$ cat src/rtl/video_pkg.sv
// Shared video constants and the fill-controller state type.
// 1080p60 timing values are shared with the HDMI pixel driver.
package video_pkg;

    typedef enum logic [2:0] {
        ST_IDLE,
        ST_CLEAR,
        ST_PREFILL,
        ST_RUN,
        ST_DRAIN
    } fill_state_t;

    localparam int FRAME_WORDS_1080P = 1036800;
    localparam int BYTES_PER_WORD    = 8;

    localparam int H_ACTIVE = 1920;
    localparam int H_FP     = 88;
    localparam int H_SYNC   = 44;
    localparam int H_BP     = 148;
    localparam int H_TOTAL  = 2200;
    localparam int V_ACTIVE = 1080;
    localparam int V_FP     = 4;
    localparam int V_SYNC   = 5;
    localparam int V_BP     = 36;
    localparam int V_TOTAL  = 1125;

endpackage

$ cat src/rtl/pixfifo_fill_ctrl_if.sv
// Avalon-MM burst read bus between the fill controller (master) and SDRAM (slave).
// Command held by the master while waitrequest is high.
interface pixfifo_fill_ctrl_if #(
    parameter int ADDR_W = 32,
    parameter int DATA_W = 64
);
    logic [ADDR_W-1:0] avm_address_o;
    logic              avm_read_o;
    logic [6:0]        avm_burstcount_o;
    logic              avm_waitrequest_i;
    logic [DATA_W-1:0] avm_readdata_i;
    logic              avm_readdatavalid_i;

    modport master (
        output avm_address_o, avm_read_o, avm_burstcount_o,
        input  avm_waitrequest_i, avm_readdata_i, avm_readdatavalid_i
    );

    modport slave (
        input  avm_address_o, avm_read_o, avm_burstcount_o,
        output avm_waitrequest_i, avm_readdata_i, avm_readdatavalid_i
    );
endinterface

$ cat src/rtl/avm_burst_reader.sv
// Avalon burst command register with waitrequest hold and outstanding-word count.
// Command appears 1 cycle after i_issue; held until accepted, read drops the cycle after.
module avm_burst_reader #(
    parameter int ADDR_W  = 32,
    parameter int FIFO_AW = 9
) (
    input  logic                clk_i,
    input  logic                rst_ni,
    pixfifo_fill_ctrl_if.master avm,
    input  logic                i_issue,
    input  logic [ADDR_W-1:0]   i_addr,
    input  logic [6:0]          i_burst,
    output logic                o_pending,
    output logic                o_accept,
    output logic [6:0]          o_burst,
    output logic [FIFO_AW:0]    o_outstanding
);
    localparam int OW = FIFO_AW + 1;

    logic              r_read;
    logic [ADDR_W-1:0] r_addr;
    logic [6:0]        r_burst;
    logic [OW-1:0]     r_outstanding;
    logic              w_accept;
    logic [OW-1:0]     w_inc;

    assign w_accept = r_read && !avm.avm_waitrequest_i;
    assign w_inc    = OW'(r_burst);

    always_ff @(posedge clk_i or negedge rst_ni) begin
        if (!rst_ni) begin
            r_read        <= 1'b0;
            r_addr        <= '0;
            r_burst       <= '0;
            r_outstanding <= '0;
        end else begin
            if (w_accept) begin
                r_read <= 1'b0;
            end else if (i_issue && !r_read) begin
                r_read  <= 1'b1;
                r_addr  <= i_addr;
                r_burst <= i_burst;
            end
            case ({w_accept, avm.avm_readdatavalid_i})
                2'b10:   r_outstanding <= r_outstanding + w_inc;
                2'b01:   r_outstanding <= r_outstanding - OW'(1);
                2'b11:   r_outstanding <= r_outstanding + w_inc - OW'(1);
                default: r_outstanding <= r_outstanding;
            endcase
        end
    end

    assign avm.avm_read_o       = r_read;
    assign avm.avm_address_o    = r_addr;
    assign avm.avm_burstcount_o = r_burst;
    assign o_pending            = r_read;
    assign o_accept             = w_accept;
    assign o_burst              = r_burst;
    assign o_outstanding        = r_outstanding;
endmodule

$ cat src/rtl/pixfifo_fill_ctrl.sv
// Keeps the HDMI pixel FIFO filled from SDRAM with wrapping frame bursts; FIFO write 1 cycle after readdatavalid.
// Bursts issue only when the FIFO has room for all outstanding words; PIXFIFO_DOUBLE_BUF_EN adds a second base.
module pixfifo_fill_ctrl
    import video_pkg::*;
#(
    parameter int ADDR_W      = 32,
    parameter int DATA_W      = 64,
    parameter int BURST_LEN   = 16,
    parameter int FIFO_AW     = 9,
    parameter int FRAME_WORDS = FRAME_WORDS_1080P,
    parameter int PREFILL_LVL = 256
) (
    input  logic                clk_i,
    input  logic                rst_ni,
    input  logic                enable_i,
    input  logic [ADDR_W-1:0]   fb_base_i,
`ifdef PIXFIFO_DOUBLE_BUF_EN
    input  logic [ADDR_W-1:0]   fb_base_b_i,
    input  logic                swap_req_i,
    output logic                swap_ack_o,
`endif
    input  logic [FIFO_AW-1:0]  fifo_usedw_i,
    output logic                fifo_wr_o,
    output logic [DATA_W-1:0]   fifo_data_o,
    output logic                fifo_clr_o,
    output logic                pixel_ready_o,
    output logic                underrun_o,
    pixfifo_fill_ctrl_if.master avm
);
    localparam int WR_W  = ($clog2(FRAME_WORDS + 1) > 8) ? $clog2(FRAME_WORDS + 1) : 8;
    localparam int LVL_W = FIFO_AW + 2;
    localparam logic [LVL_W-1:0] ROOM_LIM = LVL_W'((1 << FIFO_AW) - 1);

    fill_state_t       r_state;
    logic [ADDR_W-1:0] r_addr;
    logic [WR_W-1:0]   r_words_req;
    logic              r_clr, r_pix_rdy, r_underrun, r_wr;
    logic [DATA_W-1:0] r_data;

    logic              w_pending, w_accept, w_issue, w_streaming, w_wrap;
    logic [6:0]        w_burst, w_acc_burst;
    logic [FIFO_AW:0]  w_outstanding;
    logic [WR_W-1:0]   w_remain, w_words_sum;
    logic [LVL_W-1:0]  w_need;
    logic [ADDR_W-1:0] w_wrap_base;

    assign w_streaming = (r_state == ST_PREFILL) || (r_state == ST_RUN);
    assign w_remain    = WR_W'(FRAME_WORDS) - r_words_req;
    assign w_burst     = (w_remain < WR_W'(BURST_LEN)) ? w_remain[6:0] : 7'(BURST_LEN);
    assign w_need      = LVL_W'(fifo_usedw_i) + LVL_W'(w_outstanding) + LVL_W'(BURST_LEN);
    assign w_issue     = w_streaming && !w_pending && (w_need <= ROOM_LIM);
    assign w_words_sum = r_words_req + WR_W'(w_acc_burst);
    assign w_wrap      = (w_words_sum == WR_W'(FRAME_WORDS));

`ifdef PIXFIFO_DOUBLE_BUF_EN
    logic r_sel_b, r_swap_pend, r_swap_ack;
    logic w_swap_now, w_next_sel;
    // A request arriving in the wrap cycle itself still swaps at that wrap.
    assign w_swap_now  = r_swap_pend || swap_req_i;
    assign w_next_sel  = r_sel_b ^ w_swap_now;
    assign w_wrap_base = w_next_sel ? fb_base_b_i : fb_base_i;
    assign swap_ack_o  = r_swap_ack;
`else
    assign w_wrap_base = fb_base_i;
`endif

    avm_burst_reader #(
        .ADDR_W (ADDR_W),
        .FIFO_AW(FIFO_AW)
    ) u_rd (
        .clk_i        (clk_i),
        .rst_ni       (rst_ni),
        .avm          (avm),
        .i_issue      (w_issue),
        .i_addr       (r_addr),
        .i_burst      (w_burst),
        .o_pending    (w_pending),
        .o_accept     (w_accept),
        .o_burst      (w_acc_burst),
        .o_outstanding(w_outstanding)
    );

    always_ff @(posedge clk_i or negedge rst_ni) begin
        if (!rst_ni) begin
            r_state     <= ST_IDLE;
            r_addr      <= '0;
            r_words_req <= '0;
            r_clr       <= 1'b0;
            r_pix_rdy   <= 1'b0;
            r_underrun  <= 1'b0;
            r_wr        <= 1'b0;
            r_data      <= '0;
`ifdef PIXFIFO_DOUBLE_BUF_EN
            r_sel_b     <= 1'b0;
            r_swap_pend <= 1'b0;
            r_swap_ack  <= 1'b0;
`endif
        end else begin
            r_clr <= 1'b0;
            r_wr  <= avm.avm_readdatavalid_i && w_streaming;
            if (avm.avm_readdatavalid_i) begin
                r_data <= avm.avm_readdata_i;
            end
`ifdef PIXFIFO_DOUBLE_BUF_EN
            r_swap_ack <= 1'b0;
            if (swap_req_i) begin
                r_swap_pend <= 1'b1;
            end
`endif
            if (w_accept) begin
                if (w_wrap) begin
                    r_addr      <= w_wrap_base;
                    r_words_req <= '0;
`ifdef PIXFIFO_DOUBLE_BUF_EN
                    r_sel_b     <= w_next_sel;
                    r_swap_ack  <= w_swap_now;
                    r_swap_pend <= 1'b0;
`endif
                end else begin
                    r_addr      <= r_addr + ADDR_W'(w_acc_burst) * ADDR_W'(BYTES_PER_WORD);
                    r_words_req <= w_words_sum;
                end
            end
            if (r_state == ST_RUN && fifo_usedw_i == '0) begin
                r_underrun <= 1'b1;
            end
            case (r_state)
                ST_IDLE: begin
                    if (enable_i) begin
                        r_state    <= ST_CLEAR;
                        r_clr      <= 1'b1;
                        r_underrun <= 1'b0;
                    end
                end
                ST_CLEAR: begin
                    r_addr      <= fb_base_i;
                    r_words_req <= '0;
`ifdef PIXFIFO_DOUBLE_BUF_EN
                    r_sel_b     <= 1'b0;
                    r_swap_pend <= 1'b0;
`endif
                    r_state     <= ST_PREFILL;
                end
                ST_PREFILL: begin
                    if (!enable_i) begin
                        r_state <= ST_DRAIN;
                    end else if (fifo_usedw_i >= FIFO_AW'(PREFILL_LVL)) begin
                        r_state   <= ST_RUN;
                        r_pix_rdy <= 1'b1;
                    end
                end
                ST_RUN: begin
                    if (!enable_i) begin
                        r_state   <= ST_DRAIN;
                        r_pix_rdy <= 1'b0;
                    end
                end
                ST_DRAIN: begin
                    // A held command must be accepted and its data returned before leaving.
                    if (w_outstanding == '0 && !w_pending) begin
                        r_state <= ST_IDLE;
                        r_clr   <= 1'b1;
                    end
                end
                default: r_state <= ST_IDLE;
            endcase
        end
    end

    assign fifo_wr_o     = r_wr;
    assign fifo_data_o   = r_data;
    assign fifo_clr_o    = r_clr;
    assign pixel_ready_o = r_pix_rdy;
    assign underrun_o    = r_underrun;
endmodule
$ cat src/flat_wrapper.sv
// flat-port wrapper written by rule: the top's interface ports become plain ports
module pixfifo_fill_ctrl_flat import video_pkg::*;
#(
    parameter int ADDR_W      = 32,
    parameter int DATA_W      = 64,
    parameter int BURST_LEN   = 16,
    parameter int FIFO_AW     = 9,
    parameter int FRAME_WORDS = FRAME_WORDS_1080P,
    parameter int PREFILL_LVL = 256
)
  (clk_i, rst_ni, enable_i, fb_base_i, fifo_usedw_i, fifo_wr_o, fifo_data_o, fifo_clr_o, pixel_ready_o, underrun_o, avm_avm_address_o, avm_avm_read_o, avm_avm_burstcount_o, avm_avm_waitrequest_i, avm_avm_readdata_i, avm_avm_readdatavalid_i);
  pixfifo_fill_ctrl_if #(.ADDR_W(ADDR_W), .DATA_W(DATA_W)) avm_i ();
  input  logic clk_i;
  input  logic rst_ni;
  input  logic enable_i;
  input  logic [ADDR_W-1:0] fb_base_i;
  input  logic [FIFO_AW-1:0] fifo_usedw_i;
  output logic fifo_wr_o;
  output logic [DATA_W-1:0] fifo_data_o;
  output logic fifo_clr_o;
  output logic pixel_ready_o;
  output logic underrun_o;
  output wire logic [$bits(avm_i.avm_address_o)-1:0] avm_avm_address_o;
  output wire logic [$bits(avm_i.avm_read_o)-1:0] avm_avm_read_o;
  output wire logic [$bits(avm_i.avm_burstcount_o)-1:0] avm_avm_burstcount_o;
  input wire logic [$bits(avm_i.avm_waitrequest_i)-1:0] avm_avm_waitrequest_i;
  input wire logic [$bits(avm_i.avm_readdata_i)-1:0] avm_avm_readdata_i;
  input wire logic [$bits(avm_i.avm_readdatavalid_i)-1:0] avm_avm_readdatavalid_i;
  assign avm_avm_address_o = avm_i.avm_address_o;
  assign avm_avm_read_o = avm_i.avm_read_o;
  assign avm_avm_burstcount_o = avm_i.avm_burstcount_o;
  assign avm_i.avm_waitrequest_i = avm_avm_waitrequest_i;
  assign avm_i.avm_readdata_i = avm_avm_readdata_i;
  assign avm_i.avm_readdatavalid_i = avm_avm_readdatavalid_i;
  pixfifo_fill_ctrl #(.ADDR_W(ADDR_W), .DATA_W(DATA_W), .BURST_LEN(BURST_LEN), .FIFO_AW(FIFO_AW), .FRAME_WORDS(FRAME_WORDS), .PREFILL_LVL(PREFILL_LVL)) u_core (.clk_i(clk_i), .rst_ni(rst_ni), .enable_i(enable_i), .fb_base_i(fb_base_i), .fifo_usedw_i(fifo_usedw_i), .fifo_wr_o(fifo_wr_o), .fifo_data_o(fifo_data_o), .fifo_clr_o(fifo_clr_o), .pixel_ready_o(pixel_ready_o), .underrun_o(underrun_o), .avm(avm_i));
endmodule
$ cat config.mk
export PLATFORM = sky130hd
export DESIGN_NAME = pixfifo_fill_ctrl_flat
export DESIGN_NICKNAME = d
export VERILOG_FILES = /design/src/rtl/video_pkg.sv /design/src/rtl/pixfifo_fill_ctrl_if.sv /design/src/rtl/avm_burst_reader.sv /design/src/rtl/pixfifo_fill_ctrl.sv /design/src/flat_wrapper.sv
export SDC_FILE = /design/constraint.sdc
export NUM_CORES = 1
export LEC_CHECK = 0
export CORE_ASPECT_RATIO = 1.75
export CORE_MARGIN = 4
export CORE_UTILIZATION = 25
export DETAILED_ROUTE_END_ITERATION = 16
export PLACE_DENSITY = 0.57
export SYNTH_ARGS = -nofsm -noshare
export SYNTH_HDL_FRONTEND = slang
export SYNTH_SLANG_ARGS = --single-unit
export TNS_END_PERCENT = 20
$ cat constraint.sdc
create_clock -name clk_i -period 5.1 [get_ports clk_i]
set_clock_uncertainty 0.2 [all_clocks]
set_input_delay 0.51 -clock clk_i [delete_from_list [all_inputs] [get_ports clk_i]]
set_output_delay 0.51 -clock clk_i [all_outputs]
set_load 0.02 [all_outputs]
After elaboration in Yosys (flattened, before gate mapping)
Cells that the tools add are included.
{"block": "classes", "add_sub_neg": 8, "multipliers": 0, "div_mod_pow": 0, "n_lt_le_gt_ge": 3, "eq_ne": 14, "shift": 0, "n_mux": 26, "bitwise_logic": 1, "reduce_logical": 20}
{"cell": "$mux W32", "count": 3}
{"cell": "$mux W20", "count": 3}
{"cell": "$add A32 B10 Y32", "count": 1}
{"cell": "$pmux W10 S3", "count": 1}
{"cell": "$add A20 B7 Y20", "count": 1}
{"cell": "$eq A20 B20 Y1 const B", "count": 1}
{"cell": "$lt A20 B5 Y1 const B", "count": 1}
{"cell": "$sub A10 B1 Y10 const B", "count": 2}
{"cell": "$sub A20 B20 Y20 const A", "count": 1}
{"cell": "$mux W3", "count": 5}
{"cell": "$pmux W3 S5", "count": 1}
{"cell": "$add A11 B5 Y11 const B", "count": 1}
{"cell": "$add A9 B10 Y11", "count": 1}
{"cell": "$le A11 B9 Y1 const B", "count": 1}
{"cell": "$add A10 B7 Y10", "count": 1}
{"cell": "$logic_not A10 Y1", "count": 1}
{"cell": "$mux W1", "count": 10}
{"cell": "$ge A9 B9 Y1 const B", "count": 1}
{"cell": "$logic_not A9 Y1", "count": 1}
{"cell": "$ne A2 B2 Y1 const B", "count": 4}
{"cell": "$reduce_and A4 Y1", "count": 2}
{"cell": "$logic_and A1 B1 Y1", "count": 7}
{"cell": "$mux W7", "count": 1}
{"cell": "$eq A3 B2 Y1 const B", "count": 2}
{"cell": "14 further kinds", "count": 19}
{"block": "totals", "reg_bits": 173, "latch_bits": 0, "ramBits": 0, "rom_bits": 0, "in_bits": 110, "elab_cells": 84, "memories": 0}

Depth between registers and ports, before layout
{"block": "depth", "depth_word": 7, "mapped_depth": 14}

Modules after synthesis
Synthesis repeated with hierarchy kept, for this count alone.
{"block": "hier_totals", "cells_unflattened": 896, "hier_area_um2": 9796.9}
{"module": "pixfifo_fill_ctrl", "instances": 1, "cells_per_inst": 693, "area_each_um2": 7258.2, "seq_area_each_um2": 3078.0}
{"module": "avm_burst_reader", "instances": 1, "cells_per_inst": 203, "area_each_um2": 2538.7, "seq_area_each_um2": 1251.2}

Least setup slack after synthesis
No wires, ideal clock.
{"block": "synth_path", "path_type": "register to register", "startpoint": "register u_core.u_rd.r_burst[1], in the netlist u_core.u_rd.avm.avm_burstcount_o[1]", "endpoint": "register u_core.r_addr[3]", "t_arrival_ns": 3.407, "t_required_ns": 4.774, "path_slack_ns": 1.367, "stages_incl_launch_ff": 13, "period_less_slack_ns": 3.733, "cell_sequence": "dfrtp_1 inv_1 fa_1 nand2b_1 a211oi_2 o211ai_1 xnor2_1 o2111ai_1 or4b_1 buf_2 and3_4 buf_6 a221o_1"}
{"block": "synth_via", "elab_chain_cells": 5}
{"element": "start: declaration", "line": "avm_burst_reader.sv:22", "text": "logic [6:0] r_burst;"}
{"element": "start signal: assignment", "line": "avm_burst_reader.sv:42", "text": "r_burst <= i_burst;"}
{"element": "$add A20 B7 Y20", "line": "pixfifo_fill_ctrl.sv:52", "text": "assign w_words_sum = r_words_req + WR_W'(w_acc_burst);"}
{"element": "$eq A20 B20 Y1", "line": "pixfifo_fill_ctrl.sv:53", "text": "assign w_wrap = (w_words_sum == WR_W'(FRAME_WORDS));"}
{"element": "$mux W32", "line": "pixfifo_fill_ctrl.sv:111", "text": "if (w_wrap) begin"}
{"element": "$mux W32", "line": "pixfifo_fill_ctrl.sv:110", "text": "if (w_accept) begin"}
{"element": "$mux W32", "line": "pixfifo_fill_ctrl.sv:127", "text": "case (r_state)"}
{"element": "end signal: assignment", "line": "pixfifo_fill_ctrl.sv:112", "text": "r_addr <= w_wrap_base;"}
{"element": "end signal: assignment", "line": "pixfifo_fill_ctrl.sv:120", "text": "r_addr <= r_addr + ADDR_W'(w_acc_burst) * ADDR_W'(BYTES_PER_WORD);"}
{"element": "end signal: assignment", "line": "pixfifo_fill_ctrl.sv:136", "text": "r_addr <= fb_base_i;"}
{"element": "end: declaration", "line": "pixfifo_fill_ctrl.sv:35", "text": "logic [ADDR_W-1:0] r_addr;"}
No other way between the ends. The select of a mux whose other input is x is not followed.
A chain may end at the register's enable or synchronous reset.

Worst setup path in the final report
{"block": "layout_path", "startpoint": "register u_core.u_rd.r_burst[0], in the netlist u_core.u_rd.avm.avm_burstcount_o[0]", "endpoint": "register u_core.r_addr[24]"}
{"block": "layout_via", "elab_chain_cells": 5}
{"element": "$add A20 B7 Y20", "line": "pixfifo_fill_ctrl.sv:52"}
{"element": "$eq A20 B20 Y1", "line": "pixfifo_fill_ctrl.sv:53"}
{"element": "$mux W32 *", "line": "pixfifo_fill_ctrl.sv:111"}
{"element": "$mux W32 *", "line": "pixfifo_fill_ctrl.sv:110"}
{"element": "$mux W32 *", "line": "pixfifo_fill_ctrl.sv:127"}
Every way passes the cells marked *; elsewhere a longest branch is shown, timed or not. The select of a mux whose other input is x is not followed.

==> out/results.ini <==
[grt]
antenna_found_initial = 0
grt.total_usage_pct = 13.7
grt_pass1_wl_um = 43200
grt_max_degree = 98
grt_pass1_vias = 7629
grt_overflow = 0

[cells_and_area]
fin_nets = 1194
drive_gt1_share_pct = 15.7
stdcell_count = 1522
syn_to_final_growth_pct = 35.7
antennaDiodeCount = 0
fin_util_pct = 34.5

[pwr]
power_w = 0.00572
vdd_ir_drop_max_mv = 0.275
switchingPower_w = 0.00215
leakage_nw = 5.01
seq_power_share_pct = 37.2
cellPowerDensity_mw_per_mm2 = 459
p_clk_share_pct = 23.1
intPower_w = 0.00357
swShare_pct = 37.6
combPwrFrac_pct = 39.7

[synth]
synth_top_area_cell = dfrtp_1
syn_nets = 991
netlist_area_sq_mm = 0.00919
synthTopCellsByArea = dfrtp_1, mux2_2, ha_1
synth_cell_types = 72
seq_area_frac_synth_pct = 47.1
yosysWarnings = 0
syn_inst = 836
synthTopCellsByCount = dfrtp_1, mux2_2, nor2_1
synth_flop_cell = dfrtp_1
synth_top_area_share_pct = 47.1
async_flop_share_pct = 100
yosysMostFrequentCell = dfrtp_1
syn_avg_cell_area_sq_um = 11.0
synth_edf_count = 0
ys_ff_latch = 173

[die]
core-area_sq_mm = 0.0361
ios = 218
die_w_um = 153
placementRows = 92
die_y_um = 262
dieArea_sq_mm = 0.0400
start_util_pct = 25.4

[setup_path]
timing.critical_path.buf_inv = 1
crit_path_end = u_core.r_addr[24]
worstPathCellList = ha_1 -> inv_1 -> fa_1 -> nand2b_1 -> a211oi_2 -> o21ai_1 -> a21o_1 -> a311oi_1 -> or4b_1 -> nand3_1 -> or3_1 -> nand3_1
crit_top_cell = nand3_1
reg2reg_from = u_core.u_rd.avm.avm_burstcount_o[0]
critPathKind = reg2reg
r2r_slack_ns = 0.72
path_max_fanout = 16
rr_worst_depth = 12
slowest_delay_ns = 0.58
startpoint = u_core.u_rd.avm.avm_burstcount_o[0]
cp.arrival_ns = 4.55
slowest_stage = nand3_1
crit_cells = 12
cp-end-kind = flip-flop
critPathTopFamily = simple AND/OR/NAND/NOR gates
r2r_end = u_core.r_addr[24]
crit_required_ns = 5.27
startpoint_type = flip-flop

[drt]
vias = 7289
drc = 0
drt_wl_total_um = 27900
drt_iter0_drc = 278
vias_per_cell = 4.79
routedWlPerCell_um = 18.3
ant_nets = 0
firstDrtPassIters = 4

[place]
portBuffers = 217
hpwlAfterDp_um = 21100
routabilityCongestion = 0.821
dp_cells = 1490

[clock_tree]
cts_sinks = 173
cts_tree = done
cts_buffers = 17
cts_hold_buf = 0
post-cts-setup-buffers = 0
cts-root-buf = clkbuf_16
clock_latency_ns = 0.45
ctsHtreeMaxLevel = 4
path_clk_slew_ns = 0.07
ctsResizeCount = 0
clock_path_buffers = 2

[run_status]
violations = hold timing
status = finished with violations

[sta]
setup_viol = 0
post-route-period-util_pct = 85.9
fmax_mhz = 228
holdWs_ns = -0.0419
tns_ns = 0
hold_viol = 15
post-route-min-period_ns = 4.38
worst_slew_pin_slew_ns = 1.00
rsz0062_at_grt = false
slew_viol_final = 0
slew_headroom_pct = 32.9

[worst_hold_path]
hp-class = in2async

[run]
drv_cap = 0

==> cell families after synthesis <==
kind of cell,after synthesis,synth area share [%]
XOR/XNOR,50,4.76
multiplexers,109,13.2
AO/OA/AOI/OAI,162,11.9
AND/OR/NAND/NOR,232,13.7
flip-flops,173,47.1
adder cells (fa/ha/maj),45,6.45
buffers and inverters,65,2.85
==> cell type report <==
| class | instances | area, sq um |
|---|---|---|
| Clock inverter | 13 | 145 |
| Timing Repair Buffer | 225 | 2250 |
| Sequential cell | 173 | 4330 |
| Tap cell | 470 | 588 |
| Clock buffer | 19 | 443 |
| Fill cell | 3655 | 23700 |
| Inverter | 24 | 90.1 |
| Multi-Input combinational cell | 598 | 4630 |
==> worst min path at each step <==
stage / start / endpoint / slack (ns) / depth (start not counted)
after detailed placement: u_core.r_addr[1] / u_core.r_addr[1] / 0.29 / 1
after CTS: rst_ni / u_core.fifo_data_o[61] / 0.006 / 1
final: rst_ni / u_core.fifo_data_o[61] / -0.04 / 1
after floorplan: rst_ni / u_core.fifo_clr_o / 0.01 / 0
after global placement: u_core.r_addr[1] / u_core.r_addr[1] / 0.28 / 1
after global routing: rst_ni / u_core.fifo_data_o[61] / 0.04 / 1
==> flip-flops by register name, summed over array words and instances, names as in the netlist, 3 cells and up <==
signal and flops:
u_core.fifo_data_o 64, u_core.u_rd.avm.avm_burstcount_o 7, u_core.r_words_req 20, u_core.r_addr 32
u_core.u_rd.o_outstanding 10, u_core.r_state 3, u_core.u_rd.avm.avm_address_o 32
==> per-stage QoR <==
stage          area, sq um  setup slack, ns  hold WS [ns]
4_1_cts              12500            0.708       0.00622
3_5_place_dp         11900            0.763         0.289
5_1_grt              12500            0.407        0.0365
6_report             12500            0.720       -0.0419
2_1_floorplan         9190             1.37        0.0144
3_3_place_gp         11900            0.776         0.283
==> cell usage in the layout (no fill, tap or decap), types with 17 or more instances in the layout <==
master	n
clkdlybuf4s50_1	215
dfrtp_1	173
mux2_2	99
nor2_1	47
nand2_1	41
ha_1	41
a21oi_1	40
xnor2_1	30
o21ai_0	30
inv_1	24
nand3_1	20
xor2_1	20
clkbuf_16	17
==> routing by layer <==
layer  wire [um]  share of wire [%]  GRT usage [%]  up-vias
li1            -                  -              -     3458
met1       10500                 38           14.5     3633
met2       15500                 56           26.5      157
met3        1090                3.9           2.67       41
met4         772                2.8           5.67        0
met5           0                  0              0        -
==> power by group through the flow <==
stage	registers (W)	clock network, W	logic (W)
global route	0.00218	0.00142	0.00246
finish	0.00213	0.00132	0.00227
CTS	0.00213	0.00137	0.00230
detailed placement	0.00215	0	0.00228
global placement	0.00214	0	0.00226
floorplan	0.00225	0	0.00121
(Power assumes the default switching activity.)
